==> src/rtl/hazard_ctrl_pkg.sv <==
// hazard_ctrl_pkg
//   Shared types, constants and helpers for the pipeline hazard scheduler.
//   - TUSE_NONE     : Tuse value meaning "operand not read"
//   - fwd_sel_e     : D-stage forward select encoding (GRF/E/M/W)
//   - stage_t       : tracked {WE, Addr, Tnew} entry of one pipeline stage
//   - sat_dec()     : saturating Tnew decrement applied on each stage advance
//   - stage_match() : stage writes a nonzero register equal to r
package hazard_ctrl_pkg;

  localparam int ADDR_W = 5;
  localparam int TNEW_W = 2;
  localparam int TUSE_W = 2;

  localparam logic [TUSE_W-1:0] TUSE_NONE = 2'd3;

  typedef enum logic [1:0] {
    FWD_GRF = 2'd0,
    FWD_E   = 2'd1,
    FWD_M   = 2'd2,
    FWD_W   = 2'd3
  } fwd_sel_e;

  typedef struct packed {
    logic              we;
    logic [ADDR_W-1:0] addr;
    logic [TNEW_W-1:0] tnew;
  } stage_t;

  localparam stage_t BUBBLE = '0;

  function automatic logic [TNEW_W-1:0] sat_dec(input logic [TNEW_W-1:0] t);
    return (t == '0) ? '0 : t - 1'b1;
  endfunction

  // $0 is hardwired to zero, so a write to it never creates a dependency.
  function automatic logic stage_match(input stage_t s, input logic [ADDR_W-1:0] r);
    return s.we && (s.addr == r) && (r != '0);
  endfunction

endpackage

==> src/rtl/hazard_ctrl_stage_reg.sv <==
// hazard_stage_reg
//   One tracked pipeline-stage entry {WE, Addr, Tnew}.
//   Ports:
//     clk, rst_n : clock, asynchronous active-low reset (clears to bubble)
//     bubble     : load a bubble instead of din on this edge
//     din        : entry coming from the previous stage
//     q          : registered entry
//   Parameter DEC selects whether Tnew is saturating-decremented on load
//   (M and W stages) or passed through unchanged (E stage, fed from D).
module hazard_stage_reg
  import hazard_ctrl_pkg::*;
#(
  parameter bit DEC = 1'b1
) (
  input  logic   clk,
  input  logic   rst_n,
  input  logic   bubble,
  input  stage_t din,
  output stage_t q
);

  stage_t nxt;

  // NOTE: every always_comb output gets a full default first so no path
  // leaves it unassigned; that is what keeps latches from being inferred.
  always_comb begin
    nxt = din;
    if (DEC) nxt.tnew = sat_dec(din.tnew);
    if (bubble) nxt = BUBBLE;
  end

  // NOTE: state registers use non-blocking assignments so every flop
  // samples pre-edge values regardless of process evaluation order.
  always_ff @(posedge clk or negedge rst_n) begin
    if (!rst_n) q <= BUBBLE;
    else        q <= nxt;
  end

endmodule

==> src/rtl/hazard_ctrl.sv <==
// hazard_ctrl
//   Hazard scheduler for the 5-stage MIPS core. Tracks {WE, Addr, Tnew} of
//   the instructions in E, M and W, compares them against the Tuse of the
//   D-stage operands, and raises Stall (freeze PC and F/D, bubble into E).
//   Also provides the tracked M/W state to the E-stage forward mux and the
//   D-stage forward selects for the branch comparator.
//   Optional feature macro: HAZARD_MDU_EN (multiply/divide busy counter and
//   MDU structural stall). Without it the MDU inputs are ignored and
//   MDU_Busy is tied low.
//   Ports:
//     clk, rst_n                 clock, asynchronous active-low reset
//     D_Rs, D_Rt                 D-stage source registers
//     D_TuseRs, D_TuseRt         cycles until operand is needed (3 = unused)
//     D_GRFWE, D_Addr, D_Tnew    D-stage destination tracking info
//     D_MDUOp                    D instruction uses the MDU
//     E_MDUStart, E_MDUDiv       E starts mult (0) / div (1) this cycle
//     Flush                      kill the D->E transfer this edge
//     Stall                      freeze PC and F/D, bubble into E
//     E_/M_/W_{GRFWE,Addr,Tnew}  tracked stage state
//     D_FwdRs, D_FwdRt           0 GRF, 1 E, 2 M, 3 W
//     MDU_Busy                   busy counter nonzero
module hazard_ctrl
  import hazard_ctrl_pkg::*;
#(
  parameter int MULT_CYCLES = 5,
  parameter int DIV_CYCLES  = 10,
  parameter int CNT_W       = 4
) (
  input  logic              clk,
  input  logic              rst_n,
  input  logic [ADDR_W-1:0] D_Rs,
  input  logic [ADDR_W-1:0] D_Rt,
  input  logic [TUSE_W-1:0] D_TuseRs,
  input  logic [TUSE_W-1:0] D_TuseRt,
  input  logic              D_GRFWE,
  input  logic [ADDR_W-1:0] D_Addr,
  input  logic [TNEW_W-1:0] D_Tnew,
  input  logic              D_MDUOp,
  input  logic              E_MDUStart,
  input  logic              E_MDUDiv,
  input  logic              Flush,
  output logic              Stall,
  output logic              E_GRFWE,
  output logic [ADDR_W-1:0] E_Addr,
  output logic [TNEW_W-1:0] E_Tnew,
  output logic              M_GRFWE,
  output logic [ADDR_W-1:0] M_Addr,
  output logic [TNEW_W-1:0] M_Tnew,
  output logic              W_GRFWE,
  output logic [ADDR_W-1:0] W_Addr,
  output logic [TNEW_W-1:0] W_Tnew,
  output logic [1:0]        D_FwdRs,
  output logic [1:0]        D_FwdRt,
  output logic              MDU_Busy
);

  stage_t e_q, m_q, w_q;
  logic   grf_stall, mdu_stall;

  // E is loaded straight from D (Tnew counted from E entry); M and W age it.
  hazard_stage_reg #(.DEC(1'b0)) u_e (
    .clk(clk), .rst_n(rst_n), .bubble(Stall | Flush),
    .din('{we: D_GRFWE, addr: D_Addr, tnew: D_Tnew}), .q(e_q)
  );
  hazard_stage_reg #(.DEC(1'b1)) u_m (
    .clk(clk), .rst_n(rst_n), .bubble(1'b0), .din(e_q), .q(m_q)
  );
  hazard_stage_reg #(.DEC(1'b1)) u_w (
    .clk(clk), .rst_n(rst_n), .bubble(1'b0), .din(m_q), .q(w_q)
  );

  // A producer stalls the consumer only if its result arrives later than
  // the consumer needs it. W always has Tnew==0, so it is never checked.
  function automatic logic operand_hazard(input logic [ADDR_W-1:0] r,
                                          input logic [TUSE_W-1:0] tuse);
    if (tuse == TUSE_NONE) return 1'b0;
    return (stage_match(e_q, r) && (e_q.tnew > tuse)) ||
           (stage_match(m_q, r) && (m_q.tnew > tuse));
  endfunction

  // Youngest ready producer wins; a matching producer that is not ready yet
  // blocks nothing here because Stall covers that case.
  function automatic fwd_sel_e fwd_select(input logic [ADDR_W-1:0] r);
    if (stage_match(e_q, r) && (e_q.tnew == '0)) return FWD_E;
    if (stage_match(m_q, r) && (m_q.tnew == '0)) return FWD_M;
    if (stage_match(w_q, r) && (w_q.tnew == '0)) return FWD_W;
    return FWD_GRF;
  endfunction

  assign grf_stall = operand_hazard(D_Rs, D_TuseRs) | operand_hazard(D_Rt, D_TuseRt);
  assign Stall     = grf_stall | mdu_stall;
  assign D_FwdRs   = fwd_select(D_Rs);
  assign D_FwdRt   = fwd_select(D_Rt);

`ifdef HAZARD_MDU_EN
  logic [CNT_W-1:0] busy_cnt;

  // NOTE: the busy counter is a handful of control flops, so it is reset
  // like all other state; only wide storage arrays are left unreset.
  always_ff @(posedge clk or negedge rst_n) begin
    if (!rst_n) begin
      busy_cnt <= '0;
    end else if (E_MDUStart && (busy_cnt == '0)) begin
      busy_cnt <= E_MDUDiv ? CNT_W'(DIV_CYCLES) : CNT_W'(MULT_CYCLES);
    end else if (busy_cnt != '0) begin
      busy_cnt <= busy_cnt - 1'b1;
    end
  end

  // The start cycle itself is busy too, even though the counter is still 0.
  assign mdu_stall = D_MDUOp & (E_MDUStart | (busy_cnt != '0));
  assign MDU_Busy  = (busy_cnt != '0);
`else
  logic unused_mdu;
  assign unused_mdu = ^{D_MDUOp, E_MDUStart, E_MDUDiv,
                        CNT_W'(MULT_CYCLES), CNT_W'(DIV_CYCLES)};
  assign mdu_stall  = 1'b0;
  assign MDU_Busy   = 1'b0;
`endif

  assign E_GRFWE = e_q.we;
  assign E_Addr  = e_q.addr;
  assign E_Tnew  = e_q.tnew;
  assign M_GRFWE = m_q.we;
  assign M_Addr  = m_q.addr;
  assign M_Tnew  = m_q.tnew;
  assign W_GRFWE = w_q.we;
  assign W_Addr  = w_q.addr;
  assign W_Tnew  = w_q.tnew;

endmodule

==> config.mk <==
export PLATFORM = sky130hd
export DESIGN_NAME = hazard_ctrl
export DESIGN_NICKNAME = d
export VERILOG_FILES = /design/src/rtl/hazard_ctrl_pkg.sv /design/src/rtl/hazard_ctrl_stage_reg.sv /design/src/rtl/hazard_ctrl.sv
export SDC_FILE = /design/constraint.sdc
export NUM_CORES = 1
export LEC_CHECK = 0
export ABC_AREA = 1
export CORE_MARGIN = 1.5
export CORE_UTILIZATION = 49
export DETAILED_ROUTE_END_ITERATION = 8
export GPL_ROUTABILITY_DRIVEN = 0
export PLACE_DENSITY = 0.85
export SYNTH_ARGS = -nofsm -noshare
export SYNTH_HDL_FRONTEND = slang
export SYNTH_SLANG_ARGS = --single-unit
==> constraint.sdc <==
create_clock -name clk -period 3.1 [get_ports clk]
set_input_delay 0.62 -clock clk [delete_from_list [all_inputs] [get_ports clk]]
set_output_delay 0.62 -clock clk [all_outputs]
set_load 0.03 [all_outputs]
== Word-level counts from Yosys, hierarchy flattened ==
Index checks and enable logic that the tools add are counted.

* Register bits: 24
* Output and inout port bits: 30
* Input port bits: 28
* Word-level logic and storage cells: 87

* Bitwise operators: 2
* Reduce and logical (&&, ||, !) cells: 29
* Add/sub/neg operators: 2
* Muxes and demuxes: 33
* Equality and inequality tests: 8
* Order comparisons: 4

{| class="wikitable"
|+ Operators by type and width
! cell !! number
|-
| $eq A5 B5 Y1 || 6
|-
| $mux W2 || 14
|-
| $logic_and A1 B1 Y1 || 22
|-
| $mux W1 || 18
|-
| $reduce_bool A5 Y1 || 2
|-
| $gt A2 B2 Y1 || 4
|-
| $mux W8 || 1
|-
| $logic_not A2 Y1 || 3
|-
| $eq A2 B2 Y1 const B || 2
|-
| $sub A2 B1 Y2 const B || 2
|-
| $logic_or A1 B1 Y1 || 2
|-
| $or A1 B1 Y1 || 2
|}

== Longest topological paths before layout ==
* Depth in word-level cells: 11
* Gate-level depth with buffers: 11
* Mapped depth without buffers: 11

== Cells and area by module ==
From an unflattened synthesis, not the netlist that was laid out.

* Cells, all modules: 255
* Area total of the unflattened synthesis: 1,695.4 sq um

{| class="wikitable"
|+ By module, submodules not included
! module !! area an instance (sq um) !! times used !! seq. area each (sq um) !! cells each
|-
| hazard_ctrl || 863.3 || 1 || 0.0 || 178
|-
| hazard_stage_reg (u_m ...) || 280.3 || 2 || 200.2 || 26
|-
| hazard_stage_reg (u_e) || 271.5 || 1 || 200.2 || 25
|}

== Worst setup path before layout ==
No wires, ideal clock.

* Path kind: input-to-output
* From: in D_Rs[1]
* To: out D_FwdRs[0]
* Path buffers: 0
* Stages on the path: 7
* Arrival time: 1.777 ns
* Path slack: 0.703 ns
* Cells stage by stage: inv_2 nor2_1 nor3_1 nand2_1 nor2_1 nand3_1 o21ai_0

* Cells in the longest elaborated chain, start to end: 10

{| class="wikitable"
|+ RTL lines
! item !! RTL line !! text
|-
| start, declared || hazard_ctrl.sv:31 || <nowiki>input logic [ADDR_W-1:0] D_Rs,</nowiki>
|-
| $eq A5 B5 Y1 || hazard_ctrl_pkg.sv:37 || <nowiki>return s.we && (s.addr == r) && (r != '0);</nowiki>
|-
| $logic_and A1 B1 Y1 (2 in series) || hazard_ctrl_pkg.sv:37 ||
|-
| $logic_and A1 B1 Y1 || hazard_ctrl.sv:86 || <nowiki>if (stage_match(w_q, r) && (w_q.tnew == '0)) return FWD_W;</nowiki>
|-
| $mux W1 (2 in series) || hazard_ctrl.sv:86 ||
|-
| $mux W1 || hazard_ctrl.sv:85 || <nowiki>if (stage_match(m_q, r) && (m_q.tnew == '0)) return FWD_M;</nowiki>
|-
| $mux W2 || hazard_ctrl.sv:87 || <nowiki>return FWD_GRF;</nowiki>
|-
| $mux W2 || hazard_ctrl.sv:86 ||
|-
| $mux W2 * || hazard_ctrl.sv:85 ||
|-
| end, declared || hazard_ctrl.sv:52 || <nowiki>output logic [1:0] D_FwdRs,</nowiki>
|}

Mark *: on every way between the ends. The rest lies on a longest branch, timed or not. The select of a mux whose other input is x is not followed.

== Worst setup path in the final report ==
* From: in D_TuseRt[1]
* To: out Stall

* Cells in the longest elaborated chain, start to end: 5

{| class="wikitable"
|+ RTL lines
! item !! RTL line !! text
|-
| start, declared || hazard_ctrl.sv:34 || <nowiki>input logic [TUSE_W-1:0] D_TuseRt,</nowiki>
|-
| $gt A2 B2 Y1, on equally long branches || hazard_ctrl.sv:77, hazard_ctrl.sv:78 ||
|-
| $logic_and A1 B1 Y1, on equally long branches || hazard_ctrl.sv:77, hazard_ctrl.sv:78 ||
|-
| $logic_or A1 B1 Y1 || hazard_ctrl.sv:77 || <nowiki>return (stage_match(e_q, r) && (e_q.tnew > tuse)) ||</nowiki>
|-
| $mux W1 * || hazard_ctrl.sv:77 ||
|-
| $or A1 B1 Y1 * || hazard_ctrl.sv:90 || <nowiki>assign grf_stall = operand_hazard(D_Rs, D_TuseRs) | operand_hazard(D_Rt, D_TuseRt);</nowiki>
|-
| end, declared || hazard_ctrl.sv:42 || <nowiki>output logic Stall,</nowiki>
|}

Mark *: on every way between the ends. The rest lies on a longest branch, timed or not.

==> results.cfg <==
[clocking]
clk_pin_slew_ns = 0.13
cts_max_level = 1
clockBufferDepth = 2
clock_sinks = 24
clk_latency_ns = 0.32
cts_buffers = 3
root_buffer = clkbuf_4
hold_buffers = 0
cts_tree = done
cts_resized = 0
cts_setup_buffers = 0

[logic_synthesis]
yosysTopAreaCell = dfrtp_1
synth-seq-cells = 24
synthDistinctLibCells = 24
yosysMostFrequentCell = nand2_1
synth.area.top_cells = dfrtp_1 (35%), nand2_1 (14%), inv_1 (9.1%)
ys_seq_area_frac = 0.345
synth_edf_count = 0
async_flop_share = 1.00
synth_fp_nets = 275
synthCells = 239
synthFlopType = dfrtp_1
syn-cell-area_mm2 = 0.00174
synth_top_area_frac = 0.345
yosys_warnings = 0
ys_top_cells_by_count = nand2_1 (65), inv_1 (42), dfrtp_1 (24), nor2_2 (14), a21oi_1 (13)
synth.avg_cell_area_um2 = 7.28

[die]
die_h_um = 62.6
core_area_mm2 = 0.00336
rows = 21
dieArea_mm2 = 0.00392
initial_core_util = 0.517
ioPinCount = 58
die_w_um = 62.6

[finish]
area_growth_pct = 31.8
n_antenna_cell = 0
nets = 323
fin_cells = 332
drive_gt1_frac = 0.182

[detailed_routing]
routed_wl_um = 3740
drtIter0Drc = 51
vias_per_cell = 4.82
ant_nets = 0
routed-via-count = 1600
drtPass1Iterations = 4
drc_errors = 0
avgRoutedWirePerCell_um = 11.3

[grt]
grt_pass1_wl_um = 6510
grt_pass1_vias = 1582
grt_start_max_net_pins = 25
grt_usage = 0.209
grt-ovfl-total = 0
grt_antenna_before_repair = 0

[worst_setup_path]
crit_chain = clkdlybuf4s50_1 -> inv_1 -> ha_1 -> a21oi_1 -> a21oi_1 -> nand3_2 -> nand2_2 -> nand2_4 -> nand2_1 -> buf_4
crit_fanout = 2
critPathTopFamily = buffers and inverters
timing.rr.end = u_e.q[2]
required_ns = 2.48
worstSetupPathType = input port to output port
reg2reg_depth = 8
rrSetupSlack_ns = 1.55
cp.buffers_inverters = 3
start_kind = input port
cpPeakStageDelay_ns = 0.48
crit_top_cell = a21oi_1
reg2reg_from = u_m.q[1]
end_kind = output port
cpMaxStageDelayCell = clkdlybuf4s50_1
crit_arrival_ns = 2.14

[worst_hold_path]
min_to = u_w.q[7]
hold_class = flip-flop to flip-flop
min_path_cells = 0
hold_start = u_m.q[7]

[power_and_ir_drop]
power_leakage_uw = 0.00119
powerDensity_mw_per_mm2 = 347
peakVddDrop_uv = 243

[timing]
setup_ws_ns = 0.340
slew_viol_final = 0
fmax_mhz = 362
setup_viol = 0
skew_ns = 0.00258
tns_ns = 0
finalCriticalPeriod_ns = 2.76
grt_setup_unrepaired = no
hold_violations = 0
period_share = 0.890

[place]
port_buffers = 53
dp.cells = 328
dp_hpwl_um = 3060
dp_slack_ns = 0.344

[run_status]
status = completed

[flow_run]
maxCapViolCount = 0
==> worst register-to-register path: stages, from the launching register on <==
cell,delay (ns)
dfrtp_1,0.47
ha_1,0.32
a21oi_1,0.07
a21oi_1,0.17
nand3_2,0.10
nand2_2,0.08
nand2_4,0.06
nand3_4,0.15
nor2_2,0.05
==> report_power, final <==
part           internal (µW)  total, µW  switching [µW]
registers                328        347            18.3
clock network            131        227            96.0
logic                   94.5        221             127
total                    554        795             241
==> per-layer routing <==
metal  global-route usage  vias to the layer above  share of wire
li1                     -                      807              -
met1                0.242                      733           0.41
met2                0.394                       52           0.52
met3               0.0180                        8          0.054
met4               0.0861                        0          0.018
met5                    0                        -              0
==> worst max path at each step <==
| stage | from | to | slack, ns | cells after the start |
|---|---|---|---|---|
| CTS | D_TuseRt[1] | Stall | 0.35 | 10 |
| floorplan | D_Rs[1] | D_FwdRs[0] | 0.70 | 7 |
| detailed placement | D_TuseRt[1] | Stall | 0.34 | 10 |
| finish | D_TuseRt[1] | Stall | 0.34 | 10 |
| global placement | D_TuseRt[1] | Stall | 0.37 | 10 |
| global route | D_Rt[4] | D_FwdRt[1] | 0.19 | 10 |
==> cell families (layout without fill, tap and decap cells) <==
| group | count (synthesis) | count (layout) | share of synthesized area |
|---|---|---|---|
| AO/OA/AOI/OAI | 17 | 17 | 0.0525 |
| AND/OR/NAND/NOR | 119 | 119 | 0.351 |
| adder cells (fa/ha/maj) | 8 | 8 | 0.0575 |
| other | 1 | 1 | 0.00215 |
| flip-flops | 24 | 24 | 0.345 |
| XOR/XNOR | 6 | 6 | 0.0302 |
| buffers and inverters | 64 | 111 | 0.162 |
==> flip-flops by register name, summed over array words and instances (netlist names) <==
name   flops
u_e.q      8
u_w.q      8
u_m.q      8
==> through the flow <==
| step | hold slack (ns) | cell area [µm²] | power [µW] | utilization |
|---|---|---|---|---|
| floorplan | 0.324 | 1740 | 487 | - |
| global placement | 0.389 | 2240 | 569 | 0.666 |
| detailed placement | 0.389 | 2240 | 574 | 0.666 |
| CTS | 0.419 | 2290 | 799 | 0.682 |
| global route | 0.436 | 2290 | 842 | 0.682 |
| finish | 0.419 | 2290 | 795 | 0.682 |
==> area by class of cell <==
type	instances	area, µm²
flip-flops and latches	24	601
well taps	46	57.6
repair buffers	54	526
multi-input cells	151	858
inverters	53	199
clock buffers	3	22.5
fillers	305	1070
clock inverters	1	30.0
==> cells in the final DEF (no fill, tap or decap), types with 2 or more instances in the layout <==
cell type	count
buf_4	6
dfrtp_1	24
nor2_2	14
inv_1	42
nand2_1	65
nand3_1	7
ha_1	8
xnor2_1	5
clkbuf_4	3
o21ai_0	2
nand3_2	6
inv_2	11
nor2_1	10
clkdlybuf4s50_1	48
nor2_4	4
nand2_2	4
nand2_4	2
a21oi_1	13
nand4_1	4
(Power assumes the default switching activity.)
